--- src/rtl/pc_seq_unit.sv ---
// Program-counter unit: next-PC select, alignment, stall
// and a small circular return-address stack.
module pc_seq_unit #(
  parameter int               WIDTH     = 32,
  parameter logic [WIDTH-1:0] RESET_VEC = '0,
  parameter int               STEP      = 4,
  parameter int               RAS_DEPTH = 4
) (
  input  logic             Clk,
  input  logic             Reset,
  input  logic             Stall,
  input  logic [1:0]       Sel,
  input  logic [WIDTH-1:0] BranchOff,
  input  logic [WIDTH-1:0] JumpTarget,
  input  logic [WIDTH-1:0] RegTarget,
  input  logic             Call,
  input  logic             Ret,
  output logic [WIDTH-1:0] Address,
  output logic [WIDTH-1:0] AddressPlus,
  output logic             Misalign,
  output logic             RasEmpty,
  output logic             RasFull
);

  localparam int PW = (RAS_DEPTH > 1) ? $clog2(RAS_DEPTH) : 1;
  localparam logic [WIDTH-1:0] STEP_W = WIDTH'(STEP);
  localparam logic [WIDTH-1:0] LOW_MASK = WIDTH'(STEP - 1);
  localparam logic [PW:0] FULL_CNT = (PW + 1)'(RAS_DEPTH);
  localparam logic [PW:0] ONE_CNT = (PW + 1)'(1);
  localparam logic [PW-1:0] ONE_PTR = PW'(1);

  logic [WIDTH-1:0] ras [RAS_DEPTH];
  logic [PW-1:0]    ptr;
  logic [PW:0]      cnt;

  logic [WIDTH-1:0] raw;
  logic [WIDTH-1:0] next_addr;
  logic             next_mis;
  logic             pop;
  logic             wr_en;
  logic [PW-1:0]    wr_idx;
  logic [PW-1:0]    next_ptr;
  logic [PW:0]      next_cnt;

  assign AddressPlus = Address + STEP_W;
  assign RasEmpty = (cnt == '0);
  assign RasFull = (cnt == FULL_CNT);
  assign pop = Ret && (Sel == 2'b11) && !RasEmpty;

  // Select the raw target and strip the alignment bits.
  always_comb begin
    raw = AddressPlus;
    unique case (1'b1)
      (Sel == 2'b00): raw = AddressPlus;
      (Sel == 2'b01): raw = Address + BranchOff;
      (Sel == 2'b10): raw = JumpTarget;
      (Sel == 2'b11): raw = pop ? ras[ptr] : RegTarget;
    endcase
    next_addr = raw & ~LOW_MASK;
    next_mis = (Sel != 2'b00) && (|(raw & LOW_MASK));
  end

  // RAS pointer/count update; a call+return replaces the top.
  always_comb begin
    wr_en = Call;
    wr_idx = ptr + ONE_PTR;
    next_ptr = ptr;
    next_cnt = cnt;
    if (Call && pop) begin
      wr_idx = ptr;
    end else if (Call) begin
      next_ptr = ptr + ONE_PTR;
      next_cnt = RasFull ? cnt : cnt + ONE_CNT;
    end else if (pop) begin
      next_ptr = ptr - ONE_PTR;
      next_cnt = cnt - ONE_CNT;
    end
  end

  // PC, misalign flag and RAS bookkeeping registers.
  always_ff @(posedge Clk or posedge Reset) begin
    if (Reset) begin
      Address <= RESET_VEC;
      Misalign <= 1'b0;
      ptr <= '0;
      cnt <= '0;
    end else if (!Stall) begin
      Address <= next_addr;
      Misalign <= next_mis;
      ptr <= next_ptr;
      cnt <= next_cnt;
    end
  end

  // RAS storage; contents need no reset.
  always_ff @(posedge Clk) begin
    if (!Reset && !Stall && wr_en) begin
      ras[wr_idx] <= AddressPlus;
    end
  end

endmodule

--- config.mk ---
export PLATFORM = sky130hd
export DESIGN_NAME = pc_seq_unit
export DESIGN_NICKNAME = d
export VERILOG_FILES = /design/src/rtl/pc_seq_unit.sv
export SDC_FILE = /design/constraint.sdc
export NUM_CORES = 1
export LEC_CHECK = 0
export CAP_MARGIN = 10
export CORE_MARGIN = 2
export CORE_UTILIZATION = 57
export CTS_CLUSTER_SIZE = 25
export DETAILED_ROUTE_END_ITERATION = 16
export HOLD_SLACK_MARGIN = 0.06
export PLACE_DENSITY = 0.91
export SETUP_SLACK_MARGIN = 0.2
export SKIP_CTS_REPAIR_TIMING = 1
export SYNTH_ARGS = -nofsm -noshare
export SYNTH_HDL_FRONTEND = slang
export SYNTH_SLANG_ARGS = --single-unit
--- constraint.sdc ---
create_clock -name Clk -period 16.3 [get_ports Clk]
set_clock_uncertainty 0.2 [all_clocks]
set_input_delay 1.63 -clock Clk [delete_from_list [all_inputs] [get_ports Clk]]
set_output_delay 1.63 -clock Clk [all_outputs]
set_load 0.02 [all_outputs]
=== Yosys cells after proc, flatten, opt, wreduce, memory -nomap -nowiden ===
Memory sizes are Yosys's and may differ from the RTL's.
Cells that the tools add are included.

* Equality and inequality tests: 5
* Reduce and logical (&&, ||, !) cells: 16
* Divide/modulo/power cells: 0
* Bitwise logic cells: 2
* Multipliers: 0
* Magnitude comparators: 0
* Shift-type cells: 0
* Add/subtract/negate cells: 6
* Multiplexer cells: 10

{| class="wikitable"
|+ Operator list
! kind !! count
|-
| $pmux 32 s4 || 1
|-
| $add 32x3->32 const B || 1
|-
| $add 32x32->32 || 1
|-
| $mux 32 || 1
|-
| $mux 3 || 3
|-
| $logic_and 1x1->1 || 6
|-
| $mux 2 || 3
|-
| $eq 2x2->1 const B || 2
|-
| $reduce_and 4->1 || 1
|-
| $reduce_bool 2->1 || 2
|-
| $add 3x1->3 const B || 1
|-
| $eq 3x3->1 const B || 1
|-
| $logic_not 1->1 || 3
|-
| $logic_not 3->1 || 1
|-
| $reduce_and 3->1 || 1
|-
| $sub 3x1->3 const B || 1
|-
| $add 2x1->2 const B || 1
|-
| $eq 2x1->1 const B || 1
|-
| $logic_not 2->1 || 1
|-
| $mux 1 || 2
|-
| $ne 2x2->1 const B || 1
|-
| $not 1->1 || 2
|-
| $reduce_or 2->1 || 1
|-
| $sub 2x1->2 const B || 1
|}

* Word-level logic and storage cells: 44
* Output and inout bits: 67
* Latch bits: 0
* Input bits: 103
* Memories: 1
* RAM bits: 128
* ROM bits: 0
* Bits in registers: 36

{| class="wikitable"
|+ Memory list
! memory !! depth !! bits a word !! read ports !! clocked after Yosys merged registers in !! wr ports !! RTL line !! source
|-
| ras || 4 || 32 || 1 || 0 || 1 || 32 || <nowiki>logic [WIDTH-1:0] ras [RAS_DEPTH];</nowiki>
|}

=== Depth between registers and ports, before layout ===
Gate-level depths: netlist (run 1).

* Depth in word-level cells: 7
* Depth in mapped cells: 11
* Gate-level depth less buffers: 10

=== Worst setup path before layout (run 1) ===
No wires, ideal clock.

* Kind: in2reg
* Start point: input port Reset
* End point: memory ras[1][10], enable pin
* Library setup time: 0.493 ns
* Cell stages on the path: 3
* Data required time: 15.607 ns
* Data arrival time: 5.688 ns
* Slack: 9.919 ns
* Path buffers: 0
* Cell sequence: inv_1 nand3_1 nor4_1

* Word-level cells in the longest chain between the ends: 5

{| class="wikitable"
|+ Ends and longest elaborated chain
! item !! RTL line !! source
|-
| start: declaration || 10 || <nowiki>input logic Reset,</nowiki>
|-
| $logic_not 1->1 || 97 || <nowiki>if (!Reset && !Stall && wr_en) begin</nowiki>
|-
| $logic_and 1x1->1 (2 in a row) || 97 ||
|-
| $mux 1 || 97 ||
|-
| $mux 1 (not written as such) || 98 || <nowiki>ras[wr_idx] <= AddressPlus;</nowiki>
|-
| end: declaration || 32 ||
|}

Every way passes these cells.

=== Worst setup path after layout (run 1) ===
* Start point: register Address[3]
* End point: output port AddressPlus[24]

* Word-level cells in the longest chain between the ends: 1

{| class="wikitable"
|+ Ends and longest elaborated chain
! item !! RTL line !! source
|-
| start: declaration || 18 || <nowiki>output logic [WIDTH-1:0] Address,</nowiki>
|-
| start signal: assignment || 88 || <nowiki>Address <= next_addr;</nowiki>
|-
| $add 32x3->32 || 45 || <nowiki>assign AddressPlus = Address + STEP_W;</nowiki>
|-
| end: declaration || 19 || <nowiki>output logic [WIDTH-1:0] AddressPlus,</nowiki>
|}

Every way passes these cells.

==> results.yml, run 1 <==
power_and_ir_drop:
  peakVddDrop_uv: 84.6
  p_leak_nw: 4.19
  power_density_nw_per_um2: 154
  power_w: 0.00180
setup_path:
  rrSetupSlack_ps: 12330
  path_cells: "ha_1 -> nand3_1 -> or3_1 -> nor2_1 -> nand3_1 -> xnor2_1 -> clkdlybuf4s50_1"
  cp_max_fo: 8
  cpMaxStageDelayCell: "clkdlybuf4s50_1"
  cp_num_buf_inv: 1
  required_ps: 14470
  cp.arrival_ps: 3930
  worst_path_most_repeated_cell: "nand3_1"
  worstSetupStartpoint: "Address[3]"
  critical_path_class: "register to output port"
  critPathTopFamily: "simple AND/OR/NAND/NOR gates"
  crit_path_max_incr_delay_ps: 710
  cp-start-kind: "register"
  end_kind: "output port"
  reg2reg_from: "cnt[0]"
  crit_cells: 7
  rr_worst_depth: 6
die:
  die_h_microns: 131
  boundaryPins: 170
  row_count: 46
  initial_core_util_pct: 58.0
  fp.coreArea_sq_um: 15800
  die_width_microns: 131
  dieArea_sq_um: 17100
drt:
  drc: 0
  viasPerCell: 6.82
  first_pass_iters: 6
  vias: 8059
  ant_nets: 0
  routedWlPerCell_microns: 24.8
  drt_iter0_drc: 1581
  finalWirelength_mm: 29.3
layout:
  fillers: 974
  finalNetCount: 1088
  drive_gt1_share_pct: 11.5
  final_area_sq_um: 11600
  seq_area_sq_um: 4510
  mostFrequentLayoutCells: "clkdlybuf4s50_1 (164), edfxtp_1 (120), nand2_1 (72)"
  areaGrowthSynthToFinish_pct: 26.6
  diodes: 0
  mostFrequentLayoutCell: "clkdlybuf4s50_1"
  multi_input_area_sq_um: 4470
cts:
  clk_latency_ps: 430
  cts.clk_slew.worst_paths_ps: 60
  cts_max_level: 4
  clkSinkCount: 156
  clockBufferDepth: 2
  cts_tree: "done"
  cts-root-buf: "clkbuf_16"
  numCtsBuffers: 17
sta:
  fin_crit_sh_pct: 35.3
  final.setup.tns_ps: 0
  fmax_mhz: 174
  hold_viol: 0
  tightest_slew_ps: 1060
  grt_setup_unrepaired: "false"
  drv_slew: 0
  relSlewSlack_pct: 29.6
  timing.final.crit_period_ps: 5760
  timing.final.ws_setup_ps: 10540
  finalSetupViolCount: 0
logic_synthesis:
  synth_async_sr_flop_share_pct: 23.1
  yosysSeqAreaShare_pct: 49.1
  synth-warning-count: 0
  synthCells: 796
  synth_cell_type_count: 68
  syn_area_per_cell_sq_um: 11.5
  synth_area_sq_um: 9180
  synth_flop_cell: "edfxtp_1"
  synth_edf_count: 120
  synth_seq_cells: 156
run:
  maxCapViolCount: 0
grt:
  grt_pass1_vias: 7558
  grt_pass1_wl_mm: 43.4
  antenna_found_initial: 0
  grt_overflow_total: 0
  grt_max_degree: 57
  grt.total_usage_pct: 34.5
status:
  status: "finished clean"
placement:
  io_buffers: 165
  dp_slack_ps: 11040
  dp_hpwl_mm: 20.0
  placed_area_sq_um: 11000
  globalplace.congestion: 0.923
min_path:
  hp-class: "register to register"
  min_from: "cnt[2]"
  whs_path_depth: 1
per-stage QoR:
stage | hold WS, ps | utilization [%] | instances
6_report | 294 | 73.4 | 1182
5_1_grt | 323 | 73.4 | 1182
4_1_cts | 292 | 73.4 | 1182
3_5_place_dp | 285 | 69.7 | 1150
3_3_place_gp | 276 | 69.7 | 1150
2_1_floorplan | 259 | - | 799
cell usage after synthesis, drive strengths merged (3+ instances only):
cell / number / share of area (%)
edfxtp: 120 / 39
nand2: 72 / 2.9
o21ai: 57 / 3.1
a21oi: 55 / 3.0
nor2: 50 / 2.0
xnor2: 44 / 4.4
dfrtp: 36 / 9.8
mux4: 36 / 8.8
ha: 30 / 4.1
nand3: 30 / 1.7
clkbuf: 25 / 1.0
mux2i: 22 / 2.4
buf: 17 / 1.0
a21o: 13 / 1.1
mux2: 13 / 1.6
inv: 12 / 0.49
nor3: 12 / 0.65
xor2: 12 / 1.1
o22ai: 11 / 0.75
a211oi: 10 / 0.82
and3: 10 / 0.68
a31oi: 8 / 0.55
nand4: 8 / 0.61
o31ai: 8 / 0.65
nand2b: 6 / 0.41
nor4: 6 / 0.41
nor2b: 5 / 0.34
o21a: 5 / 0.41
or3: 5 / 0.34
and2: 4 / 0.27
o221a: 4 / 0.49
or2: 4 / 0.27
or4: 4 / 0.37
a32oi: 3 / 0.29
nor3b: 3 / 0.25
o211ai: 3 / 0.25
o221ai: 3 / 0.29
metal layers:
metal  part of all wire, %  global-route usage [%]  vias up
met5                     0                       0        -
met2                    46                    54.5      784
met4                   4.8                    15.1        0
li1                      -                       -     3380
met3                    14                    7.74      147
met1                    35                    46.4     3748
sequential cells by signal (all words and copies together), names as in the netlist:
signal    cells
Address      30
Misalign      1
ptr           2
ras         120
cnt           3
final cells by class:
| type | count | share of cell area, % |
|---|---|---|
| Sequential cell | 156 | 38.8 |
| Multi-Input combinational cell | 588 | 38.5 |
| Timing Repair Buffer | 177 | 14.9 |
| Clock buffer | 19 | 3.73 |
| Inverter | 13 | 0.420 |
| Clock inverter | 13 | 1.30 |
| Tap cell | 216 | 2.33 |
worst paths after layout:
kind	to
worst max register to register	ras[3][23]
worst max-delay path	AddressPlus[24]
worst min-delay path	cnt[2]
max in group asynchronous	ptr[0]
min in group asynchronous	Address[6]
worst min register to register	cnt[2]
where the power goes:
group	internal (W)	switching (W)	leakage [nW]	total, W
combinational	0.000361	0.000455	2.42	0.000816
clock	0.000239	0.000159	0.284	0.000397
sequential	0.000509	0.0000727	1.49	0.000582
kinds of logic (layout without fill, tap and decap cells):
kind of cell	count (synthesis)	after routing	synth area share, %
and+or+nand+nor	224	224	11.8
adders and majority gates	32	32	4.53
xor gates and xnor gates	56	56	5.55
other	1	4	0.0408
DFF	156	156	49.1
buffers and inverters	55	222	2.56
AOI/OAI and AO/OA	201	201	13.7
muxes	71	71	12.8
(Power assumes the default switching activity.)
==> inputs of run 2 (changes only) <==
CORE_UTILIZATION = 48   (was 57)
PLACE_DENSITY = 0.82   (was 0.91)
clock period = 4.6 ns   (was 16.3 ns; I/O delays follow)
==> results.yml, run 2 (synthesized netlist as in run 1, its figures left out) <==
die:
  die_width_microns: 142
  boundaryPins: 170
  initial_core_util_pct: 49.1
  die_h_microns: 142
  dieArea_sq_um: 20200
  fp.coreArea_sq_um: 18700
  row_count: 50
cts:
  cts_tree: "done"
  clkSinkCount: 156
  clk_latency_ps: 430
  cts-root-buf: "clkbuf_16"
  cts_max_level: 4
  clockBufferDepth: 2
  cts.clk_slew.worst_paths_ps: 60
  numCtsBuffers: 17
layout:
  mostFrequentLayoutCell: "clkdlybuf4s50_1"
  areaGrowthSynthToFinish_pct: 28.3
  mostFrequentLayoutCells: "clkdlybuf4s50_1 (163), edfxtp_1 (120), nand2_1 (72)"
  finalNetCount: 1103
  largest_reg_flops: 120
  drive_gt1_share_pct: 13.4
  top_regs: "ras (120), Address (30), cnt (3)"
  diodes: 0
  finish.utilization_pct: 63.0
  largest_register: "ras"
placement:
  globalplace.congestion: 0.917
  io_buffers: 165
  dp_hpwl_mm: 20.3
drt:
  first_pass_iters: 5
  drt_iter0_drc: 965
  vias: 7594
  ant_nets: 0
  viasPerCell: 6.26
  routedWlPerCell_microns: 23.0
  finalWirelength_mm: 28.0
  drc: 0
setup_path:
  end_kind: "output port"
  cp-start-kind: "register"
  setup.worst_path.end: "AddressPlus[30]"
  reg2reg_to: "cnt[1]"
  cp_max_fo: 8
  critical_path_class: "register to output port"
  cp.arrival_ps: 3580
  reg2reg_from: "cnt[0]"
  rr_worst_depth: 7
  rrSetupSlack_ps: 1170
  worstSetupStartpoint: "Address[3]"
  required_ps: 3940
sta:
  tightest_slew_ps: 946
  fin_crit_sh_pct: 92.1
  timing.final.crit_period_ps: 4240
  relSlewSlack_pct: 36.9
  grt_setup_unrepaired: "true"
  holdWs_ps: 341
  finalSetupViolCount: 0
  hold_viol: 0
  fmax_mhz: 236
  drv_slew: 0
grt:
  grt.total_usage_pct: 27.7
  grt_pass1_vias: 7303
  grt_overflow_total: 0
  antenna_found_initial: 0
  grt_max_degree: 50
  grt_pass1_wl_mm: 41.8
status:
  status: "finished clean"
min_path:
  hp-class: "register to register"
  whs_path_depth: 1
power_and_ir_drop:
  peakVddDrop_uv: 304
  p_leak_nw: 4.29
  power_density_nw_per_um2: 536
run:
  maxCapViolCount: 0
## run 2: cell count changes in the layout (fill, tap and decap cells not counted), moves of 2 or more
cell	previous run	this run
buf_4	12	27
clkinv_1	2	4
clkinv_2	5	0
inv_6	0	3
xnor2_1	43	39
xnor2_2	0	4
## run 2: power by group
part / switching [W] / internal, W / total, W
Clock: 0.000573 / 0.000800 / 0.00137
Sequential: 0.000334 / 0.00180 / 0.00213
Combinational: 0.00150 / 0.00131 / 0.00281
Total: 0.00240 / 0.00391 / 0.00632
## run 2: layer usage
metal  global-route usage, %  vias up  part of all wire (%)
met2                    41.8      477                    46
met4                    9.69        0                   2.8
met5                       0        -                     0
met1                    39.2     3646                    41
met3                    7.00       67                    11
li1                        -     3404                     -
## run 2: critical path, stage by stage, from the launching register on
cell	delay [ps]
dfrtp_1	510
ha_1	350
nand3_1	230
or3_1	450
or4_1	650
xnor2_2	270
clkdlybuf4s50_1	680
## run 2: worst min-delay path by stage
stage / from / to / slack, ps
2_1_floorplan: cnt[2] / cnt[2] / 260
3_3_place_gp: cnt[2] / cnt[2] / 280
3_5_place_dp: cnt[2] / cnt[2] / 320
4_1_cts: cnt[2] / cnt[2] / 340
5_1_grt: cnt[2] / cnt[2] / 360
6_report: cnt[2] / cnt[2] / 340
## run 2: cell type report
class / instances / area, sq um
fill: 1394 / 6930
multi-input combinational: 588 / 4510
sequential: 156 / 4510
timing repair buffer: 192 / 1840
clock buffer: 18 / 429
tap: 234 / 293
clock inverter: 13 / 143
inverter: 13 / 48.8
## run 2: metrics by stage
| step | std cells | cell area (sq um) | TNS, ps | total power (W) | setup WS [ps] |
|---|---|---|---|---|---|
| floorplan | 799 | 9190 | -44810 | 0.00386 | -747 |
| global placement | 1180 | 11100 | 0 | 0.00484 | 720 |
| detailed placement | 1180 | 11100 | 0 | 0.00489 | 590 |
| CTS | 1211 | 11700 | 0 | 0.00626 | 103 |
| global route | 1214 | 11800 | 0 | 0.00660 | 162 |
| finish | 1214 | 11800 | 0 | 0.00632 | 364 |
